$ cat src/rtl/rsa_pkg.sv
// rsa_pkg: shared width default, sequencer states and counter-width helper for rsa_modexp_ctrl.
package rsa_pkg;
    localparam int DEF_BUS_WIDTH = 6;

    typedef enum logic [2:0] {IDLE, CHECK, BIT, MUL, SQR, DONE} state_t;

    function automatic int CNT_W(input int w);
        return (w > 2) ? $clog2(w) : 1;
    endfunction
endpackage

$ cat src/rtl/modexp_exp_shifter.sv
// modexp_exp_shifter: exponent shift register and bit counter for right-to-left square-and-multiply.
module modexp_exp_shifter
    import rsa_pkg::*;
#(
    parameter int W  = DEF_BUS_WIDTH,
    parameter int CW = CNT_W(W)
) (
    input  logic         clk,
    input  logic         rst,
    input  logic         load,
    input  logic         shift,
    input  logic [W-1:0] key,
    output logic         lsb,
    output logic         last,
    output logic         exp_zero
);
    logic [W-1:0]  exp;
    logic [CW-1:0] bitcnt;

    always_ff @(posedge clk or negedge rst) begin
        if (!rst) begin
            exp    <= '0;
            bitcnt <= '0;
        end else if (load) begin
            exp    <= key;
            bitcnt <= '0;
        end else if (shift) begin
            exp    <= exp >> 1;
            bitcnt <= bitcnt + 1'b1;
        end
    end

    assign lsb      = exp[0];
    assign last     = bitcnt == CW'(W - 1);
    // Looks at the exponent as it will be after the pending shift.
    assign exp_zero = (exp >> 1) == '0;
endmodule

$ cat src/rtl/rsa_modexp_ctrl.sv
// rsa_modexp_ctrl: square-and-multiply sequencer driving a shared modmul datapath over req/ack.
// Define MODEXP_EARLY_EXIT_EN to stop once the remaining exponent is zero (key-dependent latency).
module rsa_modexp_ctrl
    import rsa_pkg::*;
#(
    parameter int BUS_WIDTH = DEF_BUS_WIDTH
) (
    input  logic                 clk,
    input  logic                 rst,
    input  logic                 start,
    input  logic [BUS_WIDTH-1:0] data,
    input  logic [BUS_WIDTH-1:0] key,
    input  logic [BUS_WIDTH-1:0] modulus,
    output logic                 busy,
    output logic                 valid,
    output logic [BUS_WIDTH-1:0] result,
    output logic                 err,
    output logic                 mm_req,
    output logic [BUS_WIDTH-1:0] mm_a,
    output logic [BUS_WIDTH-1:0] mm_b,
    input  logic                 mm_ack,
    input  logic [BUS_WIDTH-1:0] mm_p
);
    state_t               state;
    logic [BUS_WIDTH-1:0] acc, base, n_reg;
    logic                 lsb, last, exp_zero, finish;
    logic                 load, shift, ack;

    assign ack   = mm_req && mm_ack;
    assign load  = state == IDLE && start;
    assign shift = state == SQR && ack;
`ifdef MODEXP_EARLY_EXIT_EN
    assign finish = last || exp_zero;
`else
    assign finish = last;
`endif

    modexp_exp_shifter #(.W(BUS_WIDTH)) u_shifter (
        .clk      (clk),
        .rst      (rst),
        .load     (load),
        .shift    (shift),
        .key      (key),
        .lsb      (lsb),
        .last     (last),
        .exp_zero (exp_zero)
    );

    always_ff @(posedge clk or negedge rst) begin
        if (!rst) begin
            state  <= IDLE;
            busy   <= 1'b0;
            valid  <= 1'b0;
            err    <= 1'b0;
            result <= '0;
            mm_req <= 1'b0;
            mm_a   <= '0;
            mm_b   <= '0;
            acc    <= '0;
            base   <= '0;
            n_reg  <= '0;
        end else begin
            case (state)
                IDLE: if (start) begin
                    base  <= data;
                    n_reg <= modulus;
                    acc   <= BUS_WIDTH'(1);
                    err   <= 1'b0;
                    busy  <= 1'b1;
                    state <= CHECK;
                end
                CHECK: if (n_reg < BUS_WIDTH'(2) || base >= n_reg) begin
                    err    <= 1'b1;
                    result <= '0;
                    valid  <= 1'b1;
                    state  <= DONE;
                end else begin
                    state <= BIT;
                end
                BIT: state <= lsb ? MUL : SQR;
                // Operands are latched once on entry, so they cannot move while the request is pending.
                MUL: if (!mm_req) begin
                    mm_req <= 1'b1;
                    mm_a   <= acc;
                    mm_b   <= base;
                end else if (mm_ack) begin
                    acc    <= mm_p;
                    mm_req <= 1'b0;
                    state  <= SQR;
                end
                SQR: if (!mm_req) begin
                    mm_req <= 1'b1;
                    mm_a   <= base;
                    mm_b   <= base;
                end else if (mm_ack) begin
                    base   <= mm_p;
                    mm_req <= 1'b0;
                    result <= finish ? acc : result;
                    valid  <= finish;
                    state  <= finish ? DONE : BIT;
                end
                DONE: begin
                    valid <= 1'b0;
                    busy  <= 1'b0;
                    state <= IDLE;
                end
                default: state <= IDLE;
            endcase
        end
    end
endmodule
$ cat config.mk
export PLATFORM = sky130hd
export DESIGN_NAME = rsa_modexp_ctrl
export DESIGN_NICKNAME = d
export VERILOG_FILES = /design/src/rtl/rsa_pkg.sv /design/src/rtl/modexp_exp_shifter.sv /design/src/rtl/rsa_modexp_ctrl.sv
export SDC_FILE = /design/constraint.sdc
export NUM_CORES = 1
export LEC_CHECK = 0
export ABC_AREA = 1
export BUFFER_PORTS_ARGS = -buffer_cell sky130_fd_sc_hd__buf_2
export CAP_MARGIN = 25
export CORE_UTILIZATION = 32
export DETAILED_ROUTE_END_ITERATION = 16
export PLACE_DENSITY = 0.61
export SYNTH_ARGS = -nofsm -noshare
export SYNTH_HDL_FRONTEND = slang
export SYNTH_SLANG_ARGS = --single-unit
$ cat constraint.sdc
create_clock -name clk -period 3.9 [get_ports clk]
set_clock_uncertainty 0.1 [all_clocks]
set_input_delay 0.78 -clock clk [delete_from_list [all_inputs] [get_ports clk]]
set_output_delay 0.78 -clock clk [all_outputs]
set_load 0.05 [all_outputs]
After elaboration in Yosys (flattened, before gate mapping)
Cells that the tools add are included.

Register bits: 52. Latch bits: 0. Bits in writable memories: 0. Bits in read-only memories: 0. Input bits: 28. Output and inout bits: 22. Word-level logic and storage cells: 93. Memories: 0.

$add $sub $neg: 1. Multiply operators: 0. Div/mod/pow operators: 0. Magnitude comparators: 2. Eq/ne operators: 15. Shifts and indexed selects: 0. Mux-type cells: 37. Bitwise logic cells: 1. Reductions and logical operators: 24.

Operators by type and width (count): $mux W6 (12); $pmux W6 S2 (4); $mux W3 (10); $ne A2 B2 Y1 const B (9); $pmux W3 S5 (1); $reduce_bool A2 Y1 (7); $reduce_and A4 Y1 (3); $reduce_and A5 Y1 (2); $eq A3 B3 Y1 const B (3); $mux W1 (7); $eq A3 B2 Y1 const B (2); $ge A6 B6 Y1 (1); $lt A6 B2 Y1 const B (1); $reduce_and A2 Y1 (3); $reduce_and A3 Y1 (2); $pmux W1 S2 (2); $add A3 B1 Y3 const B (1); $eq A3 B1 Y1 const B (1); $logic_and A1 B1 Y1 (3); $logic_not A3 Y1 (1); $pmux W1 S3 (1); $reduce_bool A3 Y1 (1); $reduce_or A2 Y1 (1); $logic_or A1 B1 Y1 (1); $not A1 Y1 (1).

Logic depth before layout (Yosys ltp)
Gate-level depths: netlist (run 1).

Depth after elaboration: 5. Mapped depth: 13. Gate-level depth less buffers: 13.

Modules after synthesis
Synthesis (run 1) repeated with hierarchy kept, for this count alone.

Cells, all modules: 307. Area total of the unflattened synthesis: 2595.0 sq um.

Modules (own cells, without submodules): rsa_modexp_ctrl (times used 1, cells an instance 243, area each 2082.0 sq um, seq. area each 1076.0 sq um); modexp_exp_shifter (times used 1, cells an instance 64, area each 513.0 sq um, seq. area each 225.2 sq um).

Least setup slack after synthesis (run 1)
No wires, ideal clock.

Kind: register to register. Start: register mm_req. End: register u_shifter.exp[0]. Setup time: 126 ps. Arrival time: 1485 ps. Required time: 3674 ps. Setup slack: 2189 ps. Stages on the path, launching flop included: 7. Path buffers: 1. Period minus slack after synthesis: 1711 ps. Path through: dfrtp_1 -> nand2_1 -> inv_1 -> nand2_2 -> nand2_4 -> buf_4 -> o22ai_1.

Cells in the longest elaborated chain, start to end: 3.

Ends and longest elaborated chain: start: declaration (line rsa_modexp_ctrl.sv:18) `output logic mm_req,`; start signal: assignment (line rsa_modexp_ctrl.sv:56) `mm_req <= 1'b0;`; start signal: assignment (line rsa_modexp_ctrl.sv:83) `mm_req <= 1'b1;`; start signal: assignment (line rsa_modexp_ctrl.sv:88) `mm_req <= 1'b0;`; $logic_and A1 B1 Y1 (line rsa_modexp_ctrl.sv:29) `assign ack = mm_req && mm_ack;`; $logic_and A1 B1 Y1 (line rsa_modexp_ctrl.sv:31) `assign shift = state == SQR && ack;`; $reduce_bool A2 Y1 (no line); end signal: assignment (line modexp_exp_shifter.sv:25) `exp <= key;`; end signal: assignment (line modexp_exp_shifter.sv:28) `exp <= exp >> 1;`; end: declaration (line modexp_exp_shifter.sv:17) `logic [W-1:0] exp;`.

No other way between the ends. A chain may end at the register's enable or synchronous reset.

Final worst setup path (run 1)
Start: register mm_req. End: output mm_req.

No word-level cell between the ends.

==> impl_metrics.yaml, run 1 <==
outcome:
  outcome: "finished, final reports clean"
timing:
  hold_viol_final: 0
  fin_crit_sh: 0.5253
  setup_viol: 0
  worst_slack_ps: 1852
  clock.fmax_mhz: 488.2
  fin_tns_setup_ps: 0
  slew_violations: 0
  tightest_slew_ps: 718.3
  final.min_clock_period_ps: 2048
  max_slew_margin: 0.5211
  rsz0062_at_grt: "false"
setup_path:
  path_max_fanout: 5
  cp.required_ps: 3020
  crit_buf_inv: 1
  slowest_stage: "dfrtp_1"
  critPathCaptureType: "output port"
  setup.worst_path.start_class: "flip-flop"
  arrival_ps: 1170
  r2r-end: "result[5]$_DFFE_PN0P_"
  crit_family: "flip-flops"
  crit_type: "reg2out"
  reg2regPathDepth: 8
  worst_path_largest_cell_delay_ps: 540
  r2r_start: "state[1]$_DFFE_PN0P_"
  cp_cell_sequence: "buf_2"
  worst-r2r-setup-slack_ps: 1860
placement:
  gp_congestion: 0.8278
  place_worst_setup_slack_ps: 1800
  hpwl_mm: 4.474
  portBuffers: 49
cts:
  clockBufferDepth: 2
  cts_setup_buffers: 0
  ctsResizeCount: 0
  cts_root_buf: "clkbuf_8"
  cts.sinks: 52
  cts_hold_buf: 0
  insertion_delay_ps: 310
  clkTransAtPathRegs_ps: 90
  tritoncts: "done"
  h-tree-depth: 2
  cts_buffers: 5
grt:
  grt_start_max_net_pins: 33
  grt_pass1_vias: 2101
  grt_overflow: 0
  grt_use_total: 0.1473
  grt_antenna_before_repair: 0
  grt_pass1_wl_mm: 9.929
floorplanning:
  start_util: 0.3361
  coreArea_sq_um: 7888
  die_h_um: 93.03
  die_w_um: 93.03
  ioPinCount: 50
  die_area_sq_um: 8654
  fp-row-count: 32
worst_hold_path:
  hold_class: "reg2reg"
  holdPathEnd: "valid$_DFFE_PN0P_"
  hp-start: "valid$_DFFE_PN0P_"
  holdPathStages: 2
logic_synthesis:
  yosysMostFrequentCell: "nand2_1"
  yosysWarnings: 0
  ys_ff_latch: 52
  avgSynthCellArea_sq_um: 8.721
  synthesis.area_sq_um: 2651
  synth.net_count: 340
  synth_top_flop_cell: "dfrtp_1"
  ys_top_cells_by_count: "96 x nand2_1, 52 x dfrtp_1, 27 x inv_1"
  synth_edf_count: 0
  synth_cell_types: 32
  yosys-top-cells-area: "dfrtp_1 49%, nand2_1 14%, inv_1 3.8%"
  yosysSeqAreaShare: 0.4908
  synth_top_area_frac: 0.4908
  async_flop_share: 1.000
  syn_inst: 304
  synth_largest_area_cell: "dfrtp_1"
cells_and_area:
  syn_to_final_growth_pct: 16.23
  multi_input_area_sq_um: 1147
  n_fill_cell: 797
  diodes: 0
  final_nets: 388
  drive_above_1_share: 0.2720
  regArea_sq_um: 1301
route:
  wl_per_cell_um: 12.94
  drtAntennaViolNets: 0
  drt_iter0_markers: 87
  first_pass_iters: 4
  drt_drc_violations_left: 0
  via_count: 2128
  totalWireLength_mm: 5.889
  vias_per_cell: 4.677
power:
  ir_worst_vdd_v: 0.0002954
  power.density_nw_per_um2: 870.0
  power_leakage_nw: 1.556
flow_run:
  maxCapViolCount: 0
cells by family (layout without fill, tap and decap cells):
group,Yosys count,count (layout),share of synthesized area
xor+xnor,2,2,0.006608
fa+ha+maj,8,8,0.03776
flops,52,52,0.4908
buf+inv,42,91,0.07645
simple gates,148,148,0.2629
compound gates,52,52,0.1255
where the power goes:
part           switching, mW  total (mW)  internal, mW
registers              0.172       0.939         0.766
clock network          0.183       0.393         0.210
logic                  0.966        1.35         0.383
total                   1.32        2.68          1.36
worst min-delay path: stages (launching register included):
cell	delay, ps
dfrtp_1	350
nand2_1	50
nand2_1	50
worst max path at each step:
stage,slack [ps],start,cells past startpoint,to
2_1_floorplan,2190,mm_req$_DFFE_PN0P_,6,u_shifter.exp[0]$_DFFE_PN0P_
3_3_place_gp,1840,start,5,u_shifter.exp[0]$_DFFE_PN0P_
3_5_place_dp,1800,start,5,u_shifter.exp[1]$_DFFE_PN0P_
4_1_cts,1840,mm_req$_DFFE_PN0P_,1,mm_req
5_1_grt,1740,state[1]$_DFFE_PN0P_,8,result[5]$_DFFE_PN0P_
6_report,1850,mm_req$_DFFE_PN0P_,1,mm_req
placed cells by master (no fill, tap or decap), types with 7 or more instances in the layout:
cell type,count
a31oi_1,14
buf_2,49
dfrtp_1,52
ha_1,8
inv_1,27
nand2_1,96
nand3_1,7
nor2_1,22
o21ai_0,16
o21ai_2,11
per-stage QoR:
stage / utilization / area [sq um] / power [mW] / instances / hold slack (ps)
CTS: 0.3907 / 3082 / 2.711 / 455 / 379.3
finish: 0.3907 / 3082 / 2.681 / 455 / 377.7
global route: 0.3907 / 3082 / 2.910 / 455 / 398.8
detailed placement: 0.3753 / 2960 / 2.306 / 447 / 354.0
global placement: 0.3753 / 2960 / 2.275 / 447 / 349.9
floorplan: - / 2651 / 2.037 / 304 / 347.9
layer usage:
| metal | global-route usage | vias up | routed length, um |
|---|---|---|---|
| li1 | - | 1075 | - |
| met1 | 0.1900 | 1007 | 2764 |
| met2 | 0.2506 | 41 | 2837 |
| met3 | 0.02846 | 5 | 240 |
| met4 | 0.04231 | 0 | 45 |
| met5 | 0 | - | 0 |
cell type report:
class,count,share of cell area
sequential,52,0.4222
multi-input combinational,210,0.3723
inverter,33,0.04263
clock buffer,6,0.02680
tap,102,0.04141
clock inverter,2,0.01259
timing repair buffer,50,0.08201
Power figures use the tool's default switching activity.
==> run 2, diff against run 1 <==
==> constraint.sdc (replaced) <==
create_clock -name clk -period 1.9 [get_ports clk]
set_clock_uncertainty 0.1 [all_clocks]
set_input_delay 0.38 -clock clk [delete_from_list [all_inputs] [get_ports clk]]
set_output_delay 0.38 -clock clk [all_outputs]
set_load 0.05 [all_outputs]
==> impl_metrics.yaml, run 2 (synthesis gave the netlist of run 1 again) <==
outcome:
  outcome: "finished, final reports clean"
grt:
  grt_overflow: 0
  grt_antenna_before_repair: 0
  grt_use_total: 0.1480
  grt_pass1_vias: 2157
  grt_pass1_wl_mm: 9.998
  grt_start_max_net_pins: 53
setup_path:
  arrival_ps: 1900
  worst_path_largest_cell_delay_ps: 450
  reg2regPathDepth: 10
  critPathCaptureType: "flip-flop"
  slowest_stage: "dfrtp_1"
  setup.worst_path.start_class: "flip-flop"
  crit_type: "reg2reg"
  cpMostUsedCell: "nand2_1"
  worst-r2r-setup-slack_ps: 140
  r2r-end: "result[3]$_DFFE_PN0P_"
  path_max_fanout: 7
  cp_cell_sequence: "ha_1, nand2_1, inv_1, nand2_1, nand2_1, nor2_4, nand3_4, nand3_4, nand2_1, o21ai_2"
  r2r_start: "base[4]$_DFFE_PN0P_"
  cp.required_ps: 2040
timing:
  rsz0062_at_grt: "false"
  fin_tns_setup_ps: 0
  hold_viol_final: 0
  tightest_slew_ps: 386.7
  slew_violations: 0
  final.min_clock_period_ps: 1759
  whs_ps: 168.4
  setup_viol: 0
  fin_crit_sh: 0.9258
  max_slew_margin: 0.7408
  clock.fmax_mhz: 568.5
cts:
  cts_buffers: 5
  clockBufferDepth: 2
  insertion_delay_ps: 300
  cts_root_buf: "clkbuf_8"
  tritoncts: "done"
  clkTransAtPathRegs_ps: 90
  h-tree-depth: 2
  cts.sinks: 52
worst_hold_path:
  hp-start: "modulus[0]"
  hold_class: "in2reg"
  holdPathStages: 3
  holdPathEnd: "n_reg[0]$_DFFE_PN0P_"
floorplanning:
  start_util: 0.3361
  die_area_sq_um: 8654
  die_h_um: 93.03
  fp-row-count: 32
  ioPinCount: 50
  coreArea_sq_um: 7888
  die_w_um: 93.03
power:
  ir_worst_vdd_v: 0.0004717
  power_leakage_nw: 1.591
  power.density_nw_per_um2: 1762
  p_total_mw: 5.601
  p_clk_frac: 0.118
  intPower_mw: 2.798
  combPwrFrac: 0.539
  seqPwrFrac: 0.343
  p_switching_mw: 2.803
  swShare: 0.5005
route:
  drt_iter0_markers: 92
  wl_per_cell_um: 13.06
  drtAntennaViolNets: 0
  totalWireLength_mm: 6.048
  via_count: 2169
  drt_drc_violations_left: 0
  vias_per_cell: 4.685
  first_pass_iters: 4
placement:
  gp_congestion: 0.7914
  post_dp_cell_area_sq_um: 3023
  hpwl_mm: 4.464
  portBuffers: 49
cells_and_area:
  finalInstanceArea_sq_um: 3178
  diodes: 0
  n_fill_cell: 804
  final_nets: 396
  final_cell_mix: "95 x nand2_1, 52 x dfrtp_1, 49 x buf_2"
  drive_above_1_share: 0.2881
  final_common_cell: "nand2_1"
  syn_to_final_growth_pct: 19.87
flow_run:
  maxCapViolCount: 0
==> run 2: power groups by stage <==
stage / Clock (mW) / Combinational, mW / Sequential [mW]
finish: 0.659 / 3.02 / 1.92
global route: 0.715 / 3.38 / 1.99
CTS: 0.679 / 2.93 / 1.93
detailed placement: 0 / 2.90 / 1.95
global placement: 0 / 2.85 / 1.94
floorplan: 0 / 1.66 / 2.52
==> run 2: how the worst max path moves through the flow <==
stage / from / end / slack (ps)
floorplan: mm_req$_DFFE_PN0P_ / u_shifter.exp[0]$_DFFE_PN0P_ / 190
global placement: base[4]$_DFFE_PN0P_ / result[5]$_DFFE_PN0P_ / 50
detailed placement: base[4]$_DFFE_PN0P_ / result[3]$_DFFE_PN0P_ / 10
CTS: base[5]$_DFFE_PN0P_ / result[3]$_DFFE_PN0P_ / 70
global route: state[1]$_DFFE_PN0P_ / mm_b[0]$_DFFE_PN0P_ / 8
finish: base[4]$_DFFE_PN0P_ / result[3]$_DFFE_PN0P_ / 140
==> run 2: cell type report <==
cell class                      count  area (sq um)  area share
Sequential cell                    52          1301      0.4094
Multi-Input combinational cell    211          1195      0.3760
Timing Repair Buffer               57         332.8      0.1047
Inverter                           33         131.4     0.04134
Tap cell                          102         127.6     0.04016
Clock buffer                        8         90.09     0.02835
==> run 2: timing repair <==
action / 4_1_cts / 5_1_grt
gates cloned: 0 / 1
pin swaps: 0 / 2
setup endpoints to repair: 3 / 10
gates resized for setup: 1 / 6
buffers inserted: 0 / 1
hold buffers: 1 / 0
hold endpoints to repair: 52 / 0
==> run 2: per-stage QoR <==
step / worst slack (ps) / util / instances
6_report: 141.0 / 0.4029 / 463
5_1_grt: 8.129 / 0.4029 / 463
3_3_place_gp: 50.41 / 0.3832 / 452
4_1_cts: 70.11 / 0.3969 / 461
3_5_place_dp: 9.561 / 0.3832 / 452
2_1_floorplan: 189.0 / - / 304
==> run 2: per-layer routing <==
| layer | global-route usage | vias up | part of all wire |
|---|---|---|---|
| li1 | - | 1089 | - |
| met1 | 0.1920 | 1034 | 0.47 |
| met2 | 0.2500 | 41 | 0.48 |
| met3 | 0.02520 | 5 | 0.033 |
| met4 | 0.04872 | 0 | 0.011 |
| met5 | 0 | - | 0 |
==> run 2: critical path: cells and delay by family (launching register included) <==
kind	cells	cell delay, ps
and+or+nand+nor	7	730
adders and majority gates	1	310
DFF	1	450
AOI/OAI and AO/OA	1	60
buffers and inverters	1	40
==> run 3, diff against run 2 <==
--- a/config.mk
+++ b/config.mk
@@ -5,12 +5,12 @@
 export SDC_FILE = /design/constraint.sdc
 export NUM_CORES = 1
 export LEC_CHECK = 0
-export ABC_AREA = 1
 export BUFFER_PORTS_ARGS = -buffer_cell sky130_fd_sc_hd__buf_2
 export CAP_MARGIN = 25
 export CORE_UTILIZATION = 32
 export DETAILED_ROUTE_END_ITERATION = 16
 export PLACE_DENSITY = 0.61
+export SLEW_MARGIN = 20
 export SYNTH_ARGS = -nofsm -noshare
 export SYNTH_HDL_FRONTEND = slang
 export SYNTH_SLANG_ARGS = --single-unit
==> impl_metrics.yaml, run 3 <==
power:
  intPower_mw: 2.870
  combPwrFrac: 0.540
  seqPwrFrac: 0.341
  power_leakage_nw: 1.489
  swShare: 0.4563
  p_switching_mw: 2.408
  power.density_nw_per_um2: 1632
  p_clk_frac: 0.118
  ir_worst_vdd_v: 0.0005252
placement:
  dp_cells: 429
  gp_congestion: 0.8859
  portBuffers: 49
  place_worst_setup_slack_ps: 5.261
  hpwl_mm: 4.606
grt:
  grt_overflow: 0
  grt_antenna_before_repair: 0
  grt_pass1_wl_mm: 9.970
  grt_use_total: 0.1520
  grt_pass1_vias: 2058
  grt_start_max_net_pins: 31
logic_synthesis:
  avgSynthCellArea_sq_um: 9.703
  synth_largest_area_cell: "dfrtp_1"
  synth.net_count: 301
  yosysMostFrequentCell: "dfrtp_1"
  syn_inst: 265
  synth_edf_count: 0
  synthesis.area_sq_um: 2571
  synth_top_area_frac: 0.5061
  yosys-top-cells-area: "dfrtp_1 51%, nand2_1 5.3%, nor2_1 4.5%"
  ys_top_cells_by_count: "52 x dfrtp_1, 36 x nand2_1, 31 x nor2_1"
  ys_ff_latch: 52
  yosysSeqAreaShare: 0.5061
  yosysWarnings: 0
  synth_top_flop_cell: "dfrtp_1"
  synth_cell_types: 43
  async_flop_share: 1.000
timing:
  whs_ps: 174.1
  tightest_slew_ps: 459.4
  clock.fmax_mhz: 533.0
  fin_crit_sh: 0.9874
  max_slew_margin: 0.6909
  setup_viol: 0
  slew_violations: 0
  worst_slack_ps: 23.94
  hold_viol_final: 0
  rsz0062_at_grt: "true"
  final.min_clock_period_ps: 1876
cts:
  h-tree-depth: 2
  cts.sinks: 52
  insertion_delay_ps: 300
  cts_buffers: 5
  clockBufferDepth: 2
  cts_root_buf: "clkbuf_8"
  tritoncts: "done"
  clkTransAtPathRegs_ps: 100
setup_path:
  arrival_ps: 1980
  crit_type: "reg2reg"
  critPathCaptureType: "flip-flop"
  path_max_fanout: 6
  cp.required_ps: 2010
  setup.worst_path.start_class: "flip-flop"
flow_run:
  maxCapViolCount: 0
floorplanning:
  coreArea_sq_um: 7767
  die_w_um: 91.64
  fp-row-count: 32
  die_h_um: 91.64
  start_util: 0.3310
  die_area_sq_um: 8398
  ioPinCount: 50
route:
  totalWireLength_mm: 6.000
  drt_drc_violations_left: 0
  drt_iter0_markers: 104
  drtAntennaViolNets: 0
  vias_per_cell: 4.823
  wl_per_cell_um: 13.64
  via_count: 2122
  first_pass_iters: 4
cells_and_area:
  final_nets: 373
  drive_above_1_share: 0.3314
  final_cell_mix: "50 x dfrtp_1, 49 x buf_2, 35 x nand2_1"
  diodes: 0
  final_common_cell: "dfrtp_1"
  final_cells: 440
  final_util: 0.4164
  syn_to_final_growth_pct: 25.79
worst_hold_path:
  hold_class: "in2reg"
outcome:
  outcome: "finished, final reports clean"
==> run 3: cell types whose count changed after synthesis, moves of 5 or more <==
cell / delta
a21oi_1: +20
nand3_2: -6
a22o_1: +6
inv_1: -11
nand2_1: -60
nor2_1: +9
o21ai_0: +5
a31oi_1: -6
o21ai_2: -11
mux2_2: +7
==> run 3: path summary, 6_finish.rpt <==
| check | start | to | slack [ps] | cells after the start |
|---|---|---|---|---|
| setup / recovery | n_reg[5]$_DFFE_PN0P_ | result[1]$_DFFE_PN0P_ | 20 | 8 |
| hold / removal | key[4] | u_shifter.exp[4]$_DFFE_PN0P_ | 170 | 3 |
| setup reg to reg | n_reg[5]$_DFFE_PN0P_ | result[1]$_DFFE_PN0P_ | 20 | 8 |
| hold reg to reg | result[0]$_DFFE_PN0P_ | result[0]$_DFFE_PN0P_ | 400 | 1 |
| max in group asynchronous | rst | state[1]$_DFFE_PN0P_ | 870 | 3 |
| min in group asynchronous | rst | result[1]$_DFFE_PN0P_ | 470 | 3 |
==> run 3: power by group through the flow <==
stage          Combinational [mW]  Clock (mW)  Sequential [mW]
6_report                     2.85       0.625             1.80
5_1_grt                      3.15       0.696             1.86
4_1_cts                      2.69       0.652             1.79
3_5_place_dp                 2.66           0             1.81
3_3_place_gp                 2.63           0             1.80
2_1_floorplan                1.31           0             2.36
==> run 3: metal layers <==
metal | part of all wire | track usage
met5 | 0 | 0
met2 | 0.46 | 0.2400
met3 | 0.054 | 0.03151
met1 | 0.48 | 0.2155
met4 | 0.0057 | 0.03175
==> run 3: per-stage QoR <==
stage,power (mW),area (sq um),setup TNS [ps]
floorplan,3.670,2571,0
global placement,4.426,3055,0
detailed placement,4.470,3055,0
CTS,5.132,3162,0
global route,5.715,3234,-202.4
finish,5.277,3234,0
==> run 3: what timing repair did <==
item / CTS / global route
resized for setup: 0 / 13
endpoints found under the hold margin: 22 / 0
cloned: 0 / 0
hold buffers: 1 / 0
setup buffers: 1 / 1
setup endpoints to repair: 1 / 11
pin swaps: 0 / 6
==> run 3: area by class of cell <==
| class | instances | area [sq um] |
|---|---|---|
| fillers | 795 | 4533 |
| flip-flops and latches | 52 | 1304 |
| multi-input cells | 186 | 1196 |
| repair buffers | 76 | 457.9 |
| well taps | 102 | 127.6 |
| clock buffers | 6 | 72.57 |
| inverters | 16 | 60.06 |
| clock inverters | 2 | 16.27 |
==> run 3: logic make-up (layout without fill, tap and decap cells) <==
kind of cell	Yosys count	count (layout)	synth area share
AND/OR/NAND/NOR	94	94	0.1830
AO/OA/AOI/OAI	71	71	0.1689
XOR/XNOR	2	2	0.006814
multiplexers	11	11	0.04623
adder cells (fa/ha/maj)	8	8	0.03893
buffers and inverters	27	100	0.05012
flip-flops	52	52	0.5061
==> run 3: worst max-delay path: stages (launching register included) <==
cell and delay (ps):
dfrtp_1 390, inv_2 70, ha_4 270, nand2_2 60
or3b_1 390, o31ai_2 80, o31ai_2 80, buf_4 160
a22o_1 180
